$ cat src/rtl/mastermind_round_sequencer.sv
// Mastermind game controller: code entry, guess entry, scoring handshake and win/lose tracking.
// Optional build macro MM_CODE_HIDE_EN masks the code output until the game has ended.
module mastermind_round_sequencer #(
    parameter int unsigned MAX_GUESSES = 8,
    parameter int unsigned DIGIT_W     = 3
) (
    input  logic                 clk,
    input  logic                 resetn,
    input  logic                 load_btn,
    input  logic                 new_game,
    input  logic [DIGIT_W-1:0]   data_in,
    output logic                 score_req,
    input  logic                 score_ack,
    input  logic [2:0]           red_in,
    input  logic [2:0]           white_in,
    output logic [4*DIGIT_W-1:0] code,
    output logic [4*DIGIT_W-1:0] guess,
    output logic [1:0]           digit_idx,
    output logic [2:0]           state,
    output logic [3:0]           guess_count,
    output logic [2:0]           red_out,
    output logic [2:0]           white_out,
    output logic                 win,
    output logic                 lose
);

    typedef enum logic [2:0] {
        StCodeEntry  = 3'd0,
        StGuessEntry = 3'd1,
        StScore      = 3'd2,
        StWin        = 3'd3,
        StLose       = 3'd4
    } state_e;

    localparam logic [3:0] MaxCount = 4'(MAX_GUESSES);

    state_e               state_q;
    logic [4*DIGIT_W-1:0] code_q;
    logic [4*DIGIT_W-1:0] guess_q;
    logic [1:0]           idx_q;
    logic [3:0]           count_q;
    logic [2:0]           red_q;
    logic [2:0]           white_q;
    logic                 req_q;
    logic                 win_q;
    logic                 lose_q;
    logic                 load_q;

    logic       load_evt;
    logic [3:0] count_inc;

    assign load_evt  = load_btn & ~load_q;
    assign count_inc = count_q + 4'd1;

    always_ff @(posedge clk) begin
        // Button history tracks the pin in every state, independent of new_game.
        load_q <= resetn ? load_btn : 1'b0;
        if (!resetn || new_game) begin
            state_q <= StCodeEntry;
            code_q  <= '0;
            guess_q <= '0;
            idx_q   <= '0;
            count_q <= '0;
            red_q   <= '0;
            white_q <= '0;
            req_q   <= 1'b0;
            win_q   <= 1'b0;
            lose_q  <= 1'b0;
        end else begin
            unique case (state_q)
                StCodeEntry: begin
                    if (load_evt) begin
                        code_q[32'(idx_q) * DIGIT_W +: DIGIT_W] <= data_in;
                        idx_q <= idx_q + 2'd1;
                        if (idx_q == 2'd3) state_q <= StGuessEntry;
                    end
                end
                StGuessEntry: begin
                    if (load_evt) begin
                        guess_q[32'(idx_q) * DIGIT_W +: DIGIT_W] <= data_in;
                        idx_q <= idx_q + 2'd1;
                        if (idx_q == 2'd3) begin
                            state_q <= StScore;
                            req_q   <= 1'b1;
                        end
                    end
                end
                StScore: begin
                    if (score_ack && req_q) begin
                        red_q   <= red_in;
                        white_q <= white_in;
                        count_q <= count_inc;
                        req_q   <= 1'b0;
                        if (red_in == 3'd4) begin
                            state_q <= StWin;
                            win_q   <= 1'b1;
                        end else if (count_inc == MaxCount) begin
                            state_q <= StLose;
                            lose_q  <= 1'b1;
                        end else begin
                            state_q <= StGuessEntry;
                        end
                    end
                end
                StWin, StLose: ;
                default: state_q <= StCodeEntry;
            endcase
        end
    end

`ifdef MM_CODE_HIDE_EN
    assign code = (state_q == StWin || state_q == StLose) ? code_q : '0;
`else
    assign code = code_q;
`endif

    assign score_req   = req_q;
    assign guess       = guess_q;
    assign digit_idx   = idx_q;
    assign state       = state_q;
    assign guess_count = count_q;
    assign red_out     = red_q;
    assign white_out   = white_q;
    assign win         = win_q;
    assign lose        = lose_q;

endmodule

$ cat config.mk
export PLATFORM = sky130hd
export DESIGN_NAME = mastermind_round_sequencer
export DESIGN_NICKNAME = d
export VERILOG_FILES = /design/src/rtl/mastermind_round_sequencer.sv
export SDC_FILE = /design/constraint.sdc
export NUM_CORES = 1
export LEC_CHECK = 0
export ABC_CLOCK_PERIOD_IN_PS = 2000
export BUFFER_PORTS_ARGS = -buffer_cell sky130_fd_sc_hd__buf_2
export CAP_MARGIN = 5
export CORE_MARGIN = 8
export CORE_UTILIZATION = 35
export CTS_CLUSTER_SIZE = 16
export DETAILED_ROUTE_END_ITERATION = 16
export PLACE_DENSITY = 0.62
export REMOVE_ABC_BUFFERS = 1
export SETUP_SLACK_MARGIN = 0.05
export SYNTH_ARGS = -nofsm -noshare
export SYNTH_HDL_FRONTEND = slang
export SYNTH_SLANG_ARGS = --single-unit
$ cat constraint.sdc
create_clock -name clk -period 2 [get_ports clk]
set_clock_uncertainty 0.15 [all_clocks]
set_input_delay 0.4 -clock clk [delete_from_list [all_inputs] [get_ports clk]]
set_output_delay 0.4 -clock clk [all_outputs]
set_load 0.05 [all_outputs]
==> impl_metrics.env, run 1 <==
export IMPL_grt_max_degree=40
export IMPL_p_sw_mw=0.343
export IMPL_synth_async_reset_ratio_pct=0
export IMPL_swShare_pct=22.1
export IMPL_yosysUniqueCellTypes=32
export IMPL_grt_pass1_wl_mm=7.37
export IMPL_synth_seq_cells=43
export IMPL_power_frac_seq_pct=55.4
export IMPL_portBuffers=55
export IMPL_hp_class="input port to register"
export IMPL_end_kind="output port"
export IMPL_p_per_area_nw_per_um2=646
export IMPL_clk_pin_slew_worst_paths_ns=0.08
export IMPL_dieArea_um2=7980
export IMPL_ys_flop_type="dfxtp_1"
export IMPL_final_util_pct=46.8
export IMPL_whs_ns=0.197
export IMPL_start_util_pct=36.6
export IMPL_drv_cap=0
export IMPL_p_leak_nw=1.17
export IMPL_seq_area_frac_synth_pct=45.7
export IMPL_cp_slowest_cell="dfxtp_1"
export IMPL_crit_required_ns=1.45
export IMPL_cts_buffers_inserted=5
export IMPL_routed_wl_mm=4.51
export IMPL_cts_tree="done"
export IMPL_routedWlPerCell_um=13.7
export IMPL_drt_iter0_markers=67
export IMPL_clock_power_share_pct=38.2
export IMPL_rsz0062_at_grt="true"
export IMPL_worstSkewPairLatency_ns=0.28
export IMPL_syn_avg_cell_area_um2=9.76
export IMPL_fin_area_um2=2410
export IMPL_hold_viol=0
export IMPL_firstDrtPassIters=4
export IMPL_diodes=0
export IMPL_layout_drive_gt1_share_pct=30.1
export IMPL_worstRegToRegCells=6
export IMPL_synth_mux_area_share_pct=13.3
export IMPL_p_int_mw=1.21
export IMPL_drc=0
export IMPL_max_freq_ghz=0.533
export IMPL_coreArea_um2=5140
export IMPL_synth_xor_area_share_pct=2.33
export IMPL_vdd_drop_max_v=0.000339
export IMPL_start_kind="register"
export IMPL_grt_pass1_vias=1566
export IMPL_yosys_area_share_simple_pct=24.9
export IMPL_vias=1562
export IMPL_dpl_worst_slack_ns=0.182
export IMPL_fillers=527
export IMPL_drv_slew=0
export IMPL_max_stage_delay_ns=0.52
export IMPL_synthCells=193
export IMPL_syn_to_final_growth_pct=27.8
export IMPL_setup_violations=0
export IMPL_criticalPathCategory="register to output port"
export IMPL_post_route_period_util_pct=93.8
export IMPL_dp_cells=321
export IMPL_synth_top_family_by_area="simple AND/OR/NAND/NOR gates"
export IMPL_path_delay_family="flip-flops"
export IMPL_vias_per_cell=4.75
export IMPL_nets=279
export IMPL_period_needed_ns=1.88
export IMPL_gr_total_overflow=0
export IMPL_hold_path_depth=3
export IMPL_path_max_fanout=9
export IMPL_synth_fa_ha_area_share_pct=4.65
export IMPL_fin_ws_ns=0.124
export IMPL_gp_congestion=0.715
export IMPL_ios=56
export IMPL_path_cells="buf_4, buf_2"
export IMPL_p_comb_share_pct=6.3
export IMPL_maxSlewHeadroom_pct=76.0
export IMPL_grt_usage_pct=11.7
export IMPL_antenna_found_initial=0
export IMPL_synth_compound_area_share_pct=6.64
export IMPL_die_w_um=89.4
export IMPL_ctsHoldBuffers=0
export IMPL_crit_buf_inv=2
export IMPL_cts_root_buf="clkbuf_8"
export IMPL_cp_arrival_ns=1.33
export IMPL_worst_slew_pin_slew_ns=0.357
export IMPL_die_y_um=89.4
export IMPL_num_rows=26
export IMPL_netlist_area_um2=1880
export IMPL_ant_nets=0
export IMPL_synth_edf_count=0
export IMPL_dp_hpwl_mm=3.37
export IMPL_fin_cells=329
export IMPL_crit_cells=2
export IMPL_cts_buffer_depth=2
export IMPL_yosysWarnings=0
export IMPL_dpl_cell_area_um2=2290
export IMPL_htreeDepth=2
export IMPL_status="completed"
export IMPL_cts_sinks=43
[worst paths after layout]
check	from	endpoint	slack [ns]
setup / recovery	state[0]	state[0]	0.12
hold / removal	white_in[0]	white_out[0]	0.20
setup reg to reg	digit_idx[0]	guess[1]	0.17
hold reg to reg	lose	lose	0.31
[worst reg2reg max path: cells and delay by family, from the launching register on]
kind            cells  cell delay, ns
simple gates        3            0.80
fa+ha+maj           1            0.34
flops               1            0.33
compound gates      1            0.09
buf+inv             1            0.07
[state kept, by name (all words and copies together) (netlist names)]
register     count
digit_idx        2
guess_count      4
score_req        1
load_q           1
guess           12
win              1
state            3
code            12
red_out          3
white_out        3
lose             1
[power groups by stage]
stage | sequential (mW) | clock (mW) | combinational [mW]
after floorplan | 0.893 | 0 | 0.0399
after global placement | 0.882 | 0 | 0.0946
after detailed placement | 0.882 | 0 | 0.0947
after CTS | 0.862 | 0.618 | 0.0948
after global routing | 0.862 | 0.659 | 0.108
final | 0.862 | 0.595 | 0.0981
[placed cells by master (no fill, tap or decap), types with 2 or more instances in the layout]
cell and count:
nor2_1 35, nand3b_1 2, inv_1 4, clkbuf_8 7, nor3b_1 5, nor4_1 2
a22oi_1 6, nand2_1 6, dfxtp_1 43, mux2i_1 25, o21a_1 3, buf_2 55
and2_1 10, a21oi_1 6, o21ai_0 4, ha_1 7, nand3_1 10, xnor2_1 4
buf_4 8, nor3_1 2, nor3_4 2
[logic make-up after synthesis]
group,after synthesis
adders and majority gates,7
and+or+nand+nor,83
DFF,43
muxes,25
AOI/OAI and AO/OA,20
xor gates and xnor gates,5
buffers and inverters,10
[cell type report]
| class | count | area [um2] | area share, % |
|---|---|---|---|
| Multi-Input combinational cell | 140 | 987 | 41.0 |
| Inverter | 4 | 15.0 | 0.624 |
| Tap cell | 70 | 87.6 | 3.64 |
| Timing Repair Buffer | 64 | 355 | 14.8 |
| Sequential cell | 43 | 861 | 35.8 |
| Clock buffer | 8 | 100 | 4.16 |
[repair_timing]
action / CTS / global route
resized for setup: 0 / 2
setup endpoints to repair: 0 / 5
setup buffers: 0 / 0
[cells in the mapped netlist, types with 3 or more instances]
library cell	number	area [um2]
and2_1	10	62.6
o21a_1	3	22.5
o21ai_0	4	20.0
dfxtp_1	43	861
nor2_1	35	131
a21oi_1	6	30.0
ha_1	7	87.6
inv_1	4	15.0
xnor2_1	4	35.0
nand2_1	6	22.5
nand3_1	10	50.1
clkbuf_1	4	15.0
nor3b_1	5	37.5
a22oi_1	6	45.0
mux2i_1	25	250
[through the flow]
stage                     TNS (ns)  total power [mW]
after global routing             0              1.63
after global placement           0             0.977
after CTS                        0              1.57
final                            0              1.55
after detailed placement         0             0.977
after floorplan              -2.82             0.933
[metal layers]
layer	GRT usage [%]	up-vias	part of all wire [%]
met4	3.47	0	0.55
li1	-	791	-
met2	18.5	35	45
met1	14.3	734	47
met3	4.41	2	6.7
met5	0	-	0
No activity file was read; power rests on OpenSTA's default activity.
==> run 2: changes to the inputs <==
--- a/config.mk
+++ b/config.mk
@@ -8,7 +8,7 @@
 export ABC_CLOCK_PERIOD_IN_PS = 2000
 export BUFFER_PORTS_ARGS = -buffer_cell sky130_fd_sc_hd__buf_2
 export CAP_MARGIN = 5
-export CORE_MARGIN = 8
+export CORE_MARGIN = 2
 export CORE_UTILIZATION = 35
 export CTS_CLUSTER_SIZE = 16
 export DETAILED_ROUTE_END_ITERATION = 16
==> run 2 against run 1 <==
First-iteration DRC count rose by 6.0%. Worst setup slack improved by 0.089 ns. Sequential share of layout area fell by 0.11 points. Combinational power fell by 4.9%. Core utilization rose by 0.15 points. Cell area rose by 0.31%. Fmax rose by 5.0%. Critical path type unchanged. Die area fell by 25%. Clock power rose by 18%.
==> impl_metrics.env, run 2 (synthesis gave the netlist of run 1 again) <==
export IMPL_drv_cap=0
export IMPL_cts_tree="done"
export IMPL_gr_max_usage_layer="met2"
export IMPL_vias_per_cell=4.76
export IMPL_grt_use_met3_pct=4.53
export IMPL_rsz0062_at_grt="false"
export IMPL_cp_arrival_ns=1.24
export IMPL_start_kind="register"
export IMPL_ctsHoldBuffers=0
export IMPL_ant_nets=0
export IMPL_grt_met2_usage_pct=23.3
export IMPL_end_kind="output port"
export IMPL_start_util_pct=36.6
export IMPL_dp_cells=323
export IMPL_p_per_area_nw_per_um2=686
export IMPL_dpl_cell_area_um2=2300
export IMPL_ios=56
export IMPL_crit_start="state[0]"
export IMPL_htreeDepth=2
export IMPL_fin_cells=331
export IMPL_post_route_period_util_pct=89.4
export IMPL_num_rows=26
export IMPL_cts_root_buf="clkbuf_8"
export IMPL_grt_usage_pct=15.2
export IMPL_ctsResizeCount=0
export IMPL_cts_sinks=43
export IMPL_diodes=0
export IMPL_mostFrequentLayoutCell="buf_2"
export IMPL_r2r_slack_ns=0.22
export IMPL_grt_pass1_vias=1507
export IMPL_gp_congestion=0.731
export IMPL_fin_area_um2=2410
export IMPL_crit_required_ns=1.45
export IMPL_cts_buffers_inserted=5
export IMPL_reg2reg_to="guess[2]"
export IMPL_gr_total_overflow=0
export IMPL_syn_to_final_growth_pct=28.2
export IMPL_routedWlPerCell_um=12.6
export IMPL_die_w_um=77.4
export IMPL_die_y_um=77.4
export IMPL_nets=281
export IMPL_fin_tns_setup_ns=0
export IMPL_grt_pass1_wl_mm=7.25
export IMPL_antenna_found_initial=0
export IMPL_status="completed"
export IMPL_vias=1575
export IMPL_timing_rr_start="digit_idx[0]"
export IMPL_routed_wl_mm=4.16
export IMPL_path_max_fanout=10
export IMPL_max_freq_ghz=0.559
export IMPL_maxSlewHeadroom_pct=75.2
export IMPL_worstRegToRegCells=6
export IMPL_worstSetupEndpoint="state[0]"
export IMPL_drc=0
export IMPL_hold_viol=0
export IMPL_period_needed_ns=1.79
export IMPL_criticalPathCategory="register to output port"
export IMPL_hp_class="input port to register"
export IMPL_drt_iter0_markers=71
export IMPL_dieArea_um2=5980
export IMPL_setup_violations=0
export IMPL_cts_buffer_depth=2
export IMPL_portBuffers=55
export IMPL_p_total_mw=1.65
export IMPL_coreArea_um2=5140
export IMPL_p_leak_nw=1.18
export IMPL_worst_slew_pin_slew_ns=0.369
export IMPL_layout_drive_gt1_share_pct=31.0
export IMPL_firstDrtPassIters=4
export IMPL_final_cell_mix="buf_2, dfxtp_1, nor2_1"
export IMPL_vdd_drop_max_v=0.000293
export IMPL_postCtsSetupBuffers=0
export IMPL_worstSkewPairLatency_ns=0.29
export IMPL_grt_use_met1_pct=19.9
export IMPL_clk_pin_slew_worst_paths_ns=0.08
export IMPL_dp_hpwl_mm=3.07
export IMPL_grt_max_degree=26
export IMPL_whs_ns=0.186
export IMPL_drv_slew=0
[run 2: critical path, cell delays in order, from the launching register on]
cell     delay (ns)
dfxtp_1        0.44
buf_4          0.22
buf_2          0.28
[run 2: layout make-up]
cell class | count | area (um2)
Inverter | 4 | 15.0
Tap cell | 70 | 87.6
Fill cell | 540 | 2730
Clock buffer | 6 | 82.6
Multi-Input combinational cell | 140 | 975
Sequential cell | 43 | 861
Clock inverter | 2 | 35.0
Timing Repair Buffer | 66 | 358
[run 2: stage by stage]
stage | setup WS [ns] | util [%]
4_1_cts | 0.193 | 47.0
3_3_place_gp | 0.260 | 44.7
6_report | 0.212 | 47.0
3_5_place_dp | 0.234 | 44.7
5_1_grt | 0.0790 | 47.0
2_1_floorplan | -0.299 | -
[run 2: per-layer routing]
layer,vias to the layer above,part of all wire (%)
met5,-,0
met4,0,1.7
met3,6,4.7
met2,33,44
met1,739,49
li1,797,-
[run 2: worst min path at each step]
stage / from / end / slack [ns] / cells past startpoint
floorplan: load_btn / load_q / 0.37 / 1
global placement: lose / lose / 0.30 / 1
detailed placement: lose / lose / 0.30 / 1
CTS: white_in[0] / white_out[0] / 0.17 / 3
global route: resetn / load_q / 0.20 / 2
finish: resetn / load_q / 0.19 / 2
[run 2: power breakdown]
part           switching, mW  internal (mW)  total [mW]
registers            0.00283          0.859       0.862
clock network          0.296          0.404       0.700
logic                 0.0574         0.0359      0.0933
==> run 3: changes to the inputs <==
--- a/config.mk
+++ b/config.mk
@@ -5,14 +5,14 @@
 export SDC_FILE = /design/constraint.sdc
 export NUM_CORES = 1
 export LEC_CHECK = 0
-export ABC_CLOCK_PERIOD_IN_PS = 2000
+export ABC_CLOCK_PERIOD_IN_PS = 2300
 export BUFFER_PORTS_ARGS = -buffer_cell sky130_fd_sc_hd__buf_2
 export CAP_MARGIN = 5
 export CORE_MARGIN = 2
-export CORE_UTILIZATION = 35
+export CORE_UTILIZATION = 54
 export CTS_CLUSTER_SIZE = 16
 export DETAILED_ROUTE_END_ITERATION = 16
-export PLACE_DENSITY = 0.62
+export PLACE_DENSITY = 0.87
 export REMOVE_ABC_BUFFERS = 1
 export SETUP_SLACK_MARGIN = 0.05
 export SYNTH_ARGS = -nofsm -noshare
==> constraint.sdc (replaced) <==
create_clock -name clk -period 2.3 [get_ports clk]
set_clock_uncertainty 0.15 [all_clocks]
set_input_delay 0.46 -clock clk [delete_from_list [all_inputs] [get_ports clk]]
set_output_delay 0.46 -clock clk [all_outputs]
set_load 0.05 [all_outputs]
==> run 3 against run 2 <==
Combinational power down 21%. Largest power group unchanged. Worst setup slack worse by 0.046 ns. Power down 21%. Register-to-register slack worse by 0.05 ns. First-iteration DRC count up 11%. Die area down 34%. Core utilization up 22 points. Highest routed layer unchanged. Routed wire length down 6.4%.
==> impl_metrics.env, run 3 (synthesis gave the netlist of run 1 again) <==
export IMPL_final_cell_mix="buf_2, dfxtp_1, nor2_1"
export IMPL_grt_pass1_vias=1479
export IMPL_drv_slew=0
export IMPL_drt_iter0_markers=79
export IMPL_ios=56
export IMPL_cts_buffer_depth=2
export IMPL_max_freq_ghz=0.469
export IMPL_cts_root_buf="clkbuf_4"
export IMPL_crit_required_ns=2.45
export IMPL_gp_congestion=0.785
export IMPL_vias_per_cell=5.10
export IMPL_nets=274
export IMPL_die_y_um=63.1
export IMPL_cts_sinks=43
export IMPL_htreeDepth=2
export IMPL_maxSlewHeadroom_pct=60.5
export IMPL_cp_arrival_ns=2.28
export IMPL_worstSkewPairLatency_ns=0.36
export IMPL_rsz0062_at_grt="false"
export IMPL_cts_buffers_inserted=5
export IMPL_vdd_drop_max_v=0.000543
export IMPL_fin_area_um2=2290
export IMPL_path_max_fanout=10
export IMPL_routedWlPerCell_um=13.0
export IMPL_ant_nets=0
export IMPL_portBuffers=55
export IMPL_gr_total_overflow=0
export IMPL_mostFrequentLayoutCell="buf_2"
export IMPL_vias=1529
export IMPL_hold_viol=0
export IMPL_post_route_period_util_pct=92.8
export IMPL_die_w_um=63.1
export IMPL_start_kind="register"
export IMPL_grt_usage_pct=21.3
export IMPL_coreArea_um2=3340
export IMPL_drv_cap=0
export IMPL_dpl_cell_area_um2=2210
export IMPL_p_per_area_nw_per_um2=569
export IMPL_syn_to_final_growth_pct=21.9
export IMPL_criticalPathCategory="register to register"
export IMPL_layout_drive_gt1_share_pct=29.1
export IMPL_ctsResizeCount=0
export IMPL_clk_pin_slew_worst_paths_ns=0.13
export IMPL_grt_pass1_wl_mm=6.67
export IMPL_num_rows=21
export IMPL_period_needed_ns=2.13
export IMPL_ctsHoldBuffers=0
export IMPL_dp_hpwl_mm=2.93
export IMPL_status="completed"
export IMPL_hp_class="input port to register"
export IMPL_worst_slew_pin_slew_ns=0.593
export IMPL_diodes=0
export IMPL_antenna_found_initial=0
export IMPL_postCtsSetupBuffers=0
export IMPL_grt_max_degree=16
export IMPL_start_util_pct=56.4
export IMPL_end_kind="register"
export IMPL_drc=0
export IMPL_p_leak_nw=1.13
export IMPL_fin_tns_setup_ns=0
export IMPL_dieArea_um2=3980
export IMPL_setup_violations=0
export IMPL_firstDrtPassIters=4
export IMPL_cts_tree="done"
export IMPL_routed_wl_mm=3.89
## run 3: cell types whose count changed in the layout (fill, tap and decap cells not counted)
| cell | before | now |
|---|---|---|
| clkinv_4 | 0 | 1 |
| clkbuf_8 | 6 | 0 |
| clkbuf_4 | 0 | 5 |
| buf_4 | 11 | 4 |
## run 3: power breakdown
| part | internal (mW) | total (mW) | switching [mW] |
|---|---|---|---|
| sequential | 0.748 | 0.752 | 0.00401 |
| clock | 0.229 | 0.480 | 0.252 |
| combinational | 0.0269 | 0.0736 | 0.0467 |
| total | 1.00 | 1.31 | 0.302 |
## run 3: layer usage
| layer | share of wire (%) | up-vias | track usage, % |
|---|---|---|---|
| met1 | 47 | 700 | 27.2 |
| met5 | 0 | - | 0 |
| met4 | 1.6 | 0 | 11.4 |
| met3 | 4.6 | 4 | 5.18 |
| met2 | 46 | 33 | 33.1 |
| li1 | - | 792 | - |
## run 3: worst paths after layout
kind	from	cells past startpoint	slack, ns	to
max reg2reg	digit_idx[0]	6	0.17	guess[2]
min	resetn	2	0.17	load_q
min reg2reg	lose	1	0.33	lose
max	digit_idx[0]	6	0.17	guess[2]
## run 3: worst max-delay path: stages, from the launching register on
cell	delay, ns
dfxtp_1	0.51
inv_1	0.13
ha_1	0.36
or3b_2	0.50
nor3_2	0.21
a22oi_1	0.10
nor2_1	0.11
## run 3: per-stage QoR
step / util (%) / worst slack [ns] / power, mW / hold WS [ns] / cells
floorplan: - / 0.00149 / 0.811 / 0.432 / 187
global placement: 66.3 / 0.332 / 0.841 / 0.294 / 292
detailed placement: 66.3 / 0.212 / 0.842 / 0.302 / 292
CTS: 68.8 / 0.176 / 1.32 / 0.167 / 300
global route: 68.8 / 0.0519 / 1.36 / 0.166 / 300
finish: 68.8 / 0.166 / 1.31 / 0.171 / 300
## run 3: final cells by class
cell class	instances	area, um2
clock buffer	5	37.5
clock inverter	3	43.8
fill	278	1040
inverter	4	15.0
multi-input combinational	140	975
sequential	43	861
tap	46	57.6
timing repair buffer	59	305
